### src/rtl/imem_program_writer.sv
// imem_program_writer: encodes instruction field tuples into 32-bit ISA words
// and writes them to consecutive instruction-memory addresses.
//
// Handshake: a tuple transfers on a rising clock edge where in_valid and in_ready
// are both 1. in_ready is a function of the FSM state only. While in_valid is 0,
// the producer's fields are ignored. Every accepted tuple is consumed exactly once,
// whether or not its opcode is legal.
module imem_program_writer #(
  parameter int ADDR_W = 12
) (
  input  logic              clock,
  input  logic              reset_n,
  input  logic              start,
  input  logic [ADDR_W-1:0] start_addr,
  input  logic              in_valid,
  output logic              in_ready,
  input  logic [4:0]        in_opcode,
  input  logic [4:0]        in_rd,
  input  logic [4:0]        in_rs,
  input  logic [4:0]        in_rt,
  input  logic [4:0]        in_shamt,
  input  logic [4:0]        in_aluop,
  input  logic [16:0]       in_imm,
  input  logic [26:0]       in_target,
  input  logic              in_last,
  output logic              imem_we,
  output logic [ADDR_W-1:0] imem_addr,
  output logic [31:0]       imem_data,
  output logic              busy,
  output logic              done,
  output logic              err_illegal,
  output logic              err_full,
  output logic [ADDR_W:0]   count,
  output logic [1:0]        dbg_state
);

  typedef enum logic [1:0] {
    S_IDLE = 2'd0,
    S_LOAD = 2'd1,
    S_FULL = 2'd2,
    S_DONE = 2'd3
  } state_t;

  localparam logic [ADDR_W-1:0] PTR_MAX = '1;

  state_t            state;
  logic [ADDR_W-1:0] ptr;
  logic [31:0]       enc;
  logic              legal;

  // Encode the presented tuple; fields a format does not use are left at zero.
  always_comb begin
    enc   = '0;
    legal = 1'b1;
    case (in_opcode)
      5'b00000:
        enc = {in_opcode, in_rd, in_rs, in_rt, in_shamt, in_aluop, 2'b00};
      5'b00101, 5'b00111, 5'b01000, 5'b00010, 5'b00110:
        enc = {in_opcode, in_rd, in_rs, in_imm};
      5'b00001, 5'b00011, 5'b10101, 5'b10110:
        enc = {in_opcode, in_target};
      5'b00100:
        enc = {in_opcode, in_rd, 22'd0};
      default:
        legal = 1'b0;
    endcase
  end

  assign in_ready  = (state == S_LOAD);
  assign busy      = (state != S_IDLE);
  assign dbg_state = state;

  // Session FSM plus the registered write port and sticky session status.
  always_ff @(posedge clock or negedge reset_n) begin
    if (!reset_n) begin
      state       <= S_IDLE;
      ptr         <= '0;
      count       <= '0;
      imem_we     <= 1'b0;
      imem_addr   <= '0;
      imem_data   <= '0;
      done        <= 1'b0;
      err_illegal <= 1'b0;
      err_full    <= 1'b0;
    end else begin
      imem_we <= 1'b0;
      done    <= 1'b0;
      case (state)
        S_IDLE: begin
          if (start) begin
            state       <= S_LOAD;
            ptr         <= start_addr;
            count       <= '0;
            err_illegal <= 1'b0;
            err_full    <= 1'b0;
          end
        end
        S_LOAD: begin
          if (in_valid) begin
            if (legal) begin
              imem_we   <= 1'b1;
              imem_addr <= ptr;
              imem_data <= enc;
              count     <= count + 1'b1;
              // The top address is the last writable word; the pointer never wraps.
              if (ptr != PTR_MAX) begin
                ptr <= ptr + 1'b1;
              end
              if (in_last) begin
                state <= S_DONE;
              end else if (ptr == PTR_MAX) begin
                state <= S_FULL;
              end
            end else begin
              err_illegal <= 1'b1;
              if (in_last) begin
                state <= S_DONE;
              end
            end
          end
        end
        S_FULL: begin
          err_full <= 1'b1;
          state    <= S_DONE;
        end
        S_DONE: begin
          done  <= 1'b1;
          state <= S_IDLE;
        end
        default: begin
          state <= S_IDLE;
        end
      endcase
    end
  end

endmodule

### config.mk
export PLATFORM = sky130hd
export DESIGN_NAME = imem_program_writer
export DESIGN_NICKNAME = d
export VERILOG_FILES = /design/src/rtl/imem_program_writer.sv
export SDC_FILE = /design/constraint.sdc
export NUM_CORES = 1
export LEC_CHECK = 0
export CAP_MARGIN = 20
export CORE_MARGIN = 10
export CORE_UTILIZATION = 47
export DETAILED_ROUTE_END_ITERATION = 16
export PLACE_DENSITY = 0.83
export SETUP_SLACK_MARGIN = 0.2
export SYNTH_ARGS = -nofsm -noshare
export SYNTH_HDL_FRONTEND = slang
export SYNTH_SLANG_ARGS = --single-unit
### constraint.sdc
create_clock -name clock -period 3.5 [get_ports clock]
set_input_delay 0.7 -clock clock [delete_from_list [all_inputs] [get_ports clock]]
set_output_delay 0.7 -clock clock [all_outputs]
set_load 0.05 [all_outputs]
==> metrics.txt, run 1 <==
initial DRC count=between 300 and 400; VDD IR max=0.380 mV; die area=~0.012 mm²; vias in the first global route=about 3900; non-filler cells in the finished layout=670; Int Pwr=between 2000 and 3000 µW; Slew HR=a little under two fifths; Hold Vio Cnt, Final=0; drt total wl=13.3 mm; P_leak=around 0.0024 µW; first-pass GRT wire length=21.6 mm; sw frac=just under 50%; Longest Clk Path Bufs=2; Peak Freq=around 340 MHz; Core Area=about 0.0082 mm²; critical path class=reg2out; H-tree levels=3; Setup violations, final=0; dpl cells=between 600 and 700; Post-Syn Area per Cell=about 9.6 µm²; worst r2r dst=ptr[11]; Clk Tree Root Cell=clkbuf_8; R2R cell count=8; Tightest Pin Transition=between 0.9 and 1 ns; NetSw=2510 µW; GR Overflow Total=0; syn nets=~500; CTS Sinks=75; initial antenna violation count=0; Final Power=between 5000 and 6000 µW; clk_lat worst skew=0.34 ns; die width=approximately 110 µm; GR Layer Usage met1=between 20% and 30%; hold_sp=imem_data[28]; Comb power frac=56.8%; Worst Clk Skew=between 0.005 and 0.006 ns; met2 track demand over resource=between 30% and 40%; Starting Density=between 40% and 50%; Post CTS Setup Buffer Count=0; Tmin final=roughly 2.9 ns; share of cells above drive strength 1=approximately 7.6%; PD cells=891 mW/mm²; sequential area share after synthesis=a little under half; Total Routing Usage GR=20.8%; Die H=~110 µm; hold_ws=between 0.4 and 0.5 ns; Via Count=3808; Yosys reg bits=75; Slew Viols, Final=0; Hold Path Depth=2; Tcrit/Tclk final=a little over four fifths; I/O Pins=roughly 160; hpwl dp=9.99 mm; Post-synth EDFFs=0; largest net degree at the start of global routing=76; CTS Hold Bufs=0; DR pass1 iterations=5; count of cells resized by post-cts repair=0; outcome=finished, final reports clean; dpl ws=around 0.56 ns; sequential power share=between 20% and 30%; R2R setup slack=between 0.8 and 0.9 ns; crit-path max FO=11; Post-DRT Antenna Nets=0; Clk pwr share=between 10% and 20%; Post-synth top flop=dfrtp_1; Hold Path End=imem_data[28]; Synth Cell Area=roughly 0.0039 mm²; CP Launch Type=register; layer carrying the most global-route usage=met2; Final GP Congestion=between 0.8 and 0.9; Mapped Cells=410; CP endpoint kind=primary output; data required time at the worst endpoint=between 2 and 3 ns; Hold WC Path Type=reg2reg; count of cell types in the netlist=between 60 and 70; Syn-to-layout area delta=47.0%; DR vias/cell=between 5 and 6; Setup WS post-layout=0.565 ns; RSZ-0062 raised after global routing=no; Num CTS Buffers=9; DR WL/cell=about 20 µm; CTS tree=yes; Max Cap Violations=0; port bufs=155; synth warn=0; critical path arrival=between 2 and 2.5 ns; row count=33; DRC violations left=0; setup_tns=0 ns; RR Startpoint=dbg_state[1]; global routing usage on met3=5.64%; Async S/R FF share, synth=between 90% and 100%; Reg clk slew, reported paths=~0.070 ns; Antenna diodes=0; Final Net Count=659
-- layer usage --
metal / wire, µm / vias to the layer above
li1: - / 1806
met1: 5880 / 1808
met2: 6240 / 187
met3: 1090 / 7
met4: 74 / 0
met5: 0 / -
-- power groups by stage --
stage / logic (µW) / registers, µW / clock network, µW
finish: 2930 / 1490 / 741
global route: 3120 / 1540 / 792
CTS: 2940 / 1490 / 750
detailed placement: 2930 / 1510 / 0
global placement: 2890 / 1490 / 0
floorplan: 994 / 2400 / 0
-- layout make-up --
type	count	area, µm²
fill	645	2390
multi-input combinational	304	1910
sequential	75	1880
timing repair buffer	163	1620
clock buffer	12	155
tap	105	131
clock inverter	2	60.1
inverter	9	33.8
-- critical path: stages, from the launching register on --
cell             delay, ns
dfrtp_1               0.43
inv_1                 0.13
ha_1                  0.35
inv_1                 0.16
clkdlybuf4s50_1       0.83
-- how the worst max path moves through the flow --
stage | endpoint | startpoint | slack, ns
CTS | busy | dbg_state[0] | 0.57
floorplan | count[1] | dbg_state[0] | 0.85
global route | busy | dbg_state[0] | 0.48
global placement | ptr[0] | in_opcode[0] | 0.62
detailed placement | ptr[1] | in_opcode[0] | 0.56
finish | busy | dbg_state[0] | 0.57
-- state kept, by name (all words and copies together), names as in the netlist --
name         flops
count           13
done             1
err_full         1
imem_addr       12
imem_data       32
imem_we          1
dbg_state        2
ptr             12
err_illegal      1
-- stage by stage --
stage / area [µm²] / utilization [%]
2_1_floorplan: 3940 / -
3_3_place_gp: 5570 / 68.2
5_1_grt: 5790 / 70.8
3_5_place_dp: 5570 / 68.2
6_report: 5790 / 70.8
4_1_cts: 5790 / 70.8
-- synthesized netlist by cell type, types with 4 or more instances --
cell | instances | area (µm²)
nand4_1 | 7 | 43.8
nand2b_1 | 5 | 31.3
dfrtp_1 | 75 | 1880
buf_2 | 14 | 70.1
o22ai_1 | 9 | 56.3
a222oi_1 | 15 | 150
ha_1 | 6 | 75.1
inv_1 | 8 | 30.0
a221o_1 | 5 | 50.1
o21ai_1 | 12 | 60.1
nand2_1 | 83 | 312
nand3_1 | 6 | 30.0
nor2b_1 | 5 | 31.3
nor4_1 | 4 | 25.0
o21ai_0 | 15 | 75.1
xnor2_1 | 6 | 52.6
nor3_1 | 6 | 30.0
mux2i_1 | 10 | 100
and3_1 | 7 | 43.8
a21oi_1 | 14 | 70.1
a221oi_1 | 5 | 43.8
nor2_1 | 33 | 124
nor3_2 | 4 | 40.0
-- cell families (layout without fill, tap and decap cells) --
| family | Yosys count | after routing | synth area share [%] |
|---|---|---|---|
| AND/OR/NAND/NOR | 179 | 179 | 23.0 |
| adder cells (fa/ha/maj) | 6 | 6 | 1.91 |
| XOR/XNOR | 10 | 10 | 2.41 |
| multiplexers | 11 | 11 | 2.83 |
| buffers and inverters | 31 | 186 | 3.97 |
| flip-flops | 75 | 75 | 47.6 |
| AO/OA/AOI/OAI | 98 | 98 | 18.3 |
-- layout by cell type (no fill, tap or decap), types with 4 or more instances in the layout --
| cell | n |
|---|---|
| clkdlybuf4s50_1 | 154 |
| nand2_1 | 83 |
| dfrtp_1 | 75 |
| nor2_1 | 33 |
| a222oi_1 | 15 |
| o21ai_0 | 15 |
| a21oi_1 | 14 |
| o21ai_1 | 12 |
| clkbuf_8 | 11 |
| mux2i_1 | 10 |
| o22ai_1 | 9 |
| inv_1 | 8 |
| buf_4 | 8 |
| and3_1 | 7 |
| nand4_1 | 7 |
| nand3_1 | 6 |
| nor3_1 | 6 |
| xnor2_1 | 6 |
| ha_1 | 6 |
| nor2b_1 | 5 |
| nand2b_1 | 5 |
| a221o_1 | 5 |
| a221oi_1 | 5 |
| nor3_2 | 4 |
| nor4_1 | 4 |
Note: power is estimated with default switching activity, not from simulation.
==> run 2, diff against run 1 <==
- CORE_UTILIZATION: 47 -> 44
- PLACE_DENSITY: 0.83 -> 0.78
- clock period: 3.5 -> 3.1 ns (I/O delays scaled with it)
==> run 2 against run 1 <==
  * Utilization down 3.9 points
  * Global-route usage down 0.93 points
  * Sequential share of layout area down 0.24 points
  * Non-clock buffer count up 3
  * Critical path depth up 3
  * Die area up 5.6%
  * Largest cell class unchanged
  * Wire length up 3.8%
  * Count of clock-buffer cells in the layout down 2
  * Via count up 2.1%
  * Register-to-register slack worse by 0.21 ns
  * Clock skew up 0.0047 ns
  * Critical path type is now in2reg
  * First-iteration DRC count up 14%
==> metrics.txt, run 2 (same netlist as run 1, synthesis figures left out) <==
Top Registers=imem_data: 32 flops, count: 13 flops; Hold WC Path Type=in2async; Final Power=5930 µW (+15%); critical path buffer and inverter count=2 (-1); Num CTS Buffers=9 (unchanged); Post CTS Setup Buffer Count=0 (unchanged); initial DRC count=409 (+14%); die area=0.0131 mm² (+5.6%); crit-path max FO=52 (+41); CTS Sinks=75 (unchanged); Slowest cell on crit path=clkdlybuf4s50_1; Syn-to-layout area delta=48.1%; Starting Density=45.2% (-3.0 points); CP endpoint kind=register; P_leak=0.00243 µW (+0.78%); setup_tns=0 ns (unchanged); Longest Clk Path Bufs=2 (unchanged); data required time at the worst endpoint=3.30 ns (+0.50 ns); Antenna diodes=0 (unchanged); Worst Clk Skew=0.0104 ns (+0.00474 ns); Most flops, register=imem_data; Slew HR=34.4% (-2.4 points); GR Overflow Total=0 (unchanged); die width=115 µm (+2.8%); Total Routing Usage GR=19.9% (-0.93 points); Die H=115 µm (+2.8%); Filler Cell Count=695 (+7.8%); Post-DRT Antenna Nets=0 (unchanged); most common cell after layout, fill and taps aside=clkdlybuf4s50_1; RR Startpoint=dbg_state[0]; drt total wl=13.8 mm (+3.8%); CP Launch Type=input pin; clk_lat worst skew=0.36 ns (+0.02 ns); RSZ-0062 raised after global routing=no; largest net degree at the start of global routing=76 (unchanged); Setup violations, final=0 (unchanged); Hold Vio Cnt, Final=0 (unchanged); row count=34 (+3.0%); count of cells resized by post-cts repair=0 (unchanged); outcome=finished, final reports clean; vias in the first global route=3754 (-3.2%); CTS Hold Bufs=0 (unchanged); Max Cap Violations=0 (unchanged); DR WL/cell=20.3 µm (+2.6%); CTS tree=yes; I/O Pins=156 (unchanged); max reg flops=32 (unchanged); worst setup path startpoint=in_opcode[0]; port bufs=155 (unchanged); Final Net Count=662 (+0.46%); Tmin final=approximately 2.6 ns; hpwl dp=10.3 mm (+3.6%); Clk Tree Root Cell=clkbuf_8; Slew Viols, Final=0 (unchanged); crit path cell chain=clkdlybuf4s50_1, nor4_2, a211o_1, nand3_2, buf_4, nand2_1, o21ai_0; VDD IR max=0.591 mV (+55%); H-tree levels=3 (unchanged); Tightest Pin Transition=0.984 ns (+0.0361 ns); Final Util=66.9% (-3.9 points); DR vias/cell=5.74 (+0.92%); initial antenna violation count=0 (unchanged); family with the most delay on the worst path=buffers and inverters; most frequent cells in the layout=clkdlybuf4s50_1 (152), nand2_1 (83), dfrtp_1 (75); DR pass1 iterations=6 (+1); Tcrit/Tclk final=a little over 80%; critical path class=in2reg; critical path arrival=2.76 ns (+0.53 ns); PD cells=1020 mW/mm² (+14%); Reg clk slew, reported paths=0.08 ns (about the same); non-filler cells in the finished layout=678 (+1.2%); Core Area=0.00872 mm² (+6.7%); peak per-stage delay on the critical path=0.57 ns (-0.26 ns); Via Count=3889 (+2.1%); DRC violations left=0 (unchanged); Peak Freq=391 MHz; dpl cells=662 (+0.91%); Final GP Congestion=0.939 (+4.6%); first-pass GRT wire length=20.9 mm (-3.2%); share of cells above drive strength 1=8.60% (+0.99 points)
-- run 2: cell types whose count changed in the layout (fill, tap and decap cells not counted), sizes merged --
cell,delta
buf,+4
bufinv,+1
clkbuf,-2
clkdlybuf4s50,-2
clkinv,+1
clkinvlp,+2
dlymetal6s2s,+1
-- run 2: report_power, final --
group / internal [µW] / total (µW) / leakage, µW / switching [µW]
logic: 1140 / 3330 / 0.00136 / 2190
registers: 1370 / 1680 / 0.000959 / 314
clock network: 536 / 921 / 0.000113 / 384
total: 3040 / 5930 / 0.00243 / 2890
-- run 2: metrics by stage --
step / setup WS [ns] / area (µm²) / hold WS, ns
2_1_floorplan: 0.452 / 3940 / 0.324
3_3_place_gp: 0.294 / 5580 / 0.457
3_5_place_dp: 0.253 / 5590 / 0.462
4_1_cts: 0.202 / 5830 / 0.460
5_1_grt: 0.453 / 5830 / 0.501
6_report: 0.543 / 5830 / 0.412
-- run 2: area by class of cell --
type / instances / area, µm² / area share, %
Tap cell: 108 / 135 / 2.32
Sequential cell: 75 / 1880 / 32.2
Timing Repair Buffer: 166 / 1640 / 28.0
Clock inverter: 6 / 114 / 1.95
Clock buffer: 10 / 128 / 2.19
Inverter: 9 / 33.8 / 0.579
Multi-Input combinational cell: 304 / 1910 / 32.8
-- run 2: worst paths after layout --
path                       cells past startpoint  slack [ns]             to
max in group asynchronous                      1        2.04       count[0]
hold / removal                                 1        0.41    err_illegal
min in group clock                             2        0.48  imem_data[27]
setup / recovery                               7        0.54   imem_data[2]
setup reg to reg                               7        0.66        ptr[11]
hold reg to reg                                2        0.48  imem_data[27]
-- run 2: worst reg2reg max path: stages (launching register included) --
cell	delay (ns)
dfrtp_1	0.45
inv_1	0.17
ha_1	0.42
inv_1	0.15
a211oi_2	0.46
nand2_1	0.34
o22ai_1	0.26
a211oi_1	0.07
-- run 2: per-layer routing --
| metal | vias up | track usage (%) | routed length [µm] | share of wire, % |
|---|---|---|---|---|
| li1 | 1811 | - | - | - |
| met1 | 1844 | 25.3 | 5670 | 41 |
| met2 | 220 | 32.3 | 6430 | 47 |
| met3 | 14 | 5.66 | 1550 | 11 |
| met4 | 0 | 5.18 | 131 | 0.95 |
| met5 | - | 0 | 0 | 0 |
==> run 3, diff against run 2 <==
- clock period: 3.1 -> 2.6 ns (I/O delays scaled with it)
==> run 3 against run 2 <==
  * Via count rose by 0.87%
  * Critical path type unchanged
  * Die area did not move
  * Cell count rose by 1.6%
  * Critical endpoint is now dbg_state[0]
  * Non-clock buffer count increased by 12
  * Utilization increased by 0.92 points
  * Highest routed layer unchanged
  * Worst setup slack lost 0.24 ns
==> metrics.txt, run 3 (same netlist as run 1, synthesis figures left out) <==
CTS tree=yes; I/O Pins=156 (unchanged); CP Launch Type=input pin; sw frac=49.5% (+0.78 points); CP endpoint kind=register; Post-DRT Antenna Nets=0 (unchanged); Syn-to-layout area delta=50.1%; clk_lat worst skew=0.35 ns (about the same); Slew HR=58.3% (+24 points); largest net degree at the start of global routing=55 (-28%); critical path arrival=2.54 ns (-0.22 ns); initial antenna violation count=0 (unchanged); RSZ-0062 raised after global routing=no; Clk pwr share=13.2% (-2.3 points); DR WL/cell=20.4 µm (+0.41%); die area=0.0131 mm² (unchanged); Setup violations, final=0 (unchanged); most frequent cells in the layout=clkdlybuf4s50_1 (152), nand2_1 (83), dfrtp_1 (73); PD cells=1170 mW/mm² (+15%); H-tree levels=3 (unchanged); worst r2r dst=ptr[11]; Final Util=67.8% (+0.92 points); Max Cap Violations=0 (unchanged); Num CTS Buffers=9 (unchanged); Most flops, register=imem_data; port bufs=155 (unchanged); hold_ws=0.0827 ns (-0.330 ns); Total Routing Usage GR=20.8% (+0.91 points); Via Count=3923 (+0.87%); Top Registers=imem_data: 32 flops, count: 13 flops; row count=34 (unchanged); Tightest Pin Transition=0.623 ns (-0.361 ns); Starting Density=45.2% (unchanged); Tmin final=2.30 ns; Reg clk slew, reported paths=0.08 ns (about the same); crit-path max FO=11 (-79%); hpwl dp=10.6 mm (+2.6%); Final GP Congestion=0.939 (unchanged); share of cells above drive strength 1=11.2% (+2.6 points); Longest Clk Path Bufs=2 (unchanged); sequential power share=28.9% (+0.5 points); initial DRC count=507 (+24%); Final Power=6940 µW (+17%); drt total wl=14.1 mm (+2.0%); first-pass GRT wire length=22.0 mm (+5.4%); GR Overflow Total=0 (unchanged); DRC violations left=0 (unchanged); RR Startpoint=dbg_state[1]; Slew Viols, Final=0 (unchanged); Worst Clk Skew=0.00804 ns (-0.00231 ns); vias in the first global route=3927 (+4.6%); Hold Vio Cnt, Final=0 (unchanged); Die H=115 µm (unchanged); Tcrit/Tclk final=between 80% and 90%; Clk Tree Root Cell=clkbuf_8; most common cell after layout, fill and taps aside=clkdlybuf4s50_1; Antenna diodes=0 (unchanged); CTS Sinks=75 (unchanged); die width=115 µm (unchanged); R2R cell count=6 (-1); max reg flops=32 (unchanged); VDD IR max=0.596 mV (+0.84%); outcome=finished, final reports clean; Core Area=0.00872 mm² (unchanged); Peak Freq=about 430 MHz; Int Pwr=3510 µW (+15%); Final Net Count=674 (+1.8%); NetSw=3440 µW (+19%); Hold WC Path Type=in2async; CTS Hold Bufs=0 (unchanged); P_leak=0.00248 µW (+1.9%); DR pass1 iterations=6 (unchanged); Comb power frac=57.9% (+1.8 points); data required time at the worst endpoint=2.84 ns (-0.46 ns); R2R setup slack=0.43 ns (-0.23 ns); critical path class=in2reg; DR vias/cell=5.69 (-0.74%)
[run 3: per-layer routing]
layer	GRT usage (%)	up-vias	wire, µm	part of all wire, %
met2	32.7	202	6500	46
met5	0	-	0	0
met4	7.02	0	211	1.5
met1	27.2	1869	6010	43
li1	-	1838	-	-
met3	5.19	14	1340	9.5
[run 3: per-stage QoR]
step / cell area (µm²) / cells / setup TNS [ns] / setup slack [ns]
final: 5910 / 689 / 0 / 0.299
after global routing: 5910 / 689 / 0 / 0.221
after detailed placement: 5720 / 674 / -1.85 / -0.183
after global placement: 5710 / 673 / -0.614 / -0.0693
after floorplan: 3940 / 410 / 0 / 0.236
after CTS: 5910 / 689 / 0 / 0.332
[run 3: cell type report]
class                      count  area [µm²]
clock buffer                  12         145
timing repair buffer         178        1750
inverter                       9        33.8
tap                          108         135
sequential                    75        1880
fill                         694        2810
multi-input combinational    304        1920
clock inverter                 3        47.5
[run 3: repair_timing]
item / CTS / global route
gates cloned: 0 / 0
resized for setup: 1 / 1
buffers inserted: 0 / 0
setup endpoints to repair: 2 / 1
[run 3: worst max path at each step]
stage,from,end,slack (ns),cells past startpoint
5_1_grt,in_opcode[1],ptr[4],0.22,8
3_5_place_dp,in_opcode[1],imem_data[9],-0.18,5
6_report,in_opcode[2],dbg_state[0],0.30,9
4_1_cts,in_opcode[0],dbg_state[0],0.33,9
3_3_place_gp,in_opcode[0],imem_data[10],-0.07,5
2_1_floorplan,dbg_state[0],count[1],0.24,9
[run 3: worst max-delay path, cell delays in order]
cell             delay (ns)
clkdlybuf4s50_1        0.50
nor4_2                 0.37
buf_4                  0.20
a211oi_2               0.04
buf_4                  0.20
nor3_2                 0.27
buf_4                  0.17
nor3_1                 0.05
a211oi_1               0.22
[run 3: power by group through the flow]
| stage | registers (µW) | logic, µW | clock network, µW |
|---|---|---|---|
| after floorplan | 3230 | 1340 | 0 |
| after CTS | 2000 | 4040 | 934 |
| after global placement | 2010 | 3940 | 0 |
| after global routing | 2070 | 4280 | 995 |
| after detailed placement | 2030 | 4010 | 0 |
| final | 2010 | 4020 | 917 |
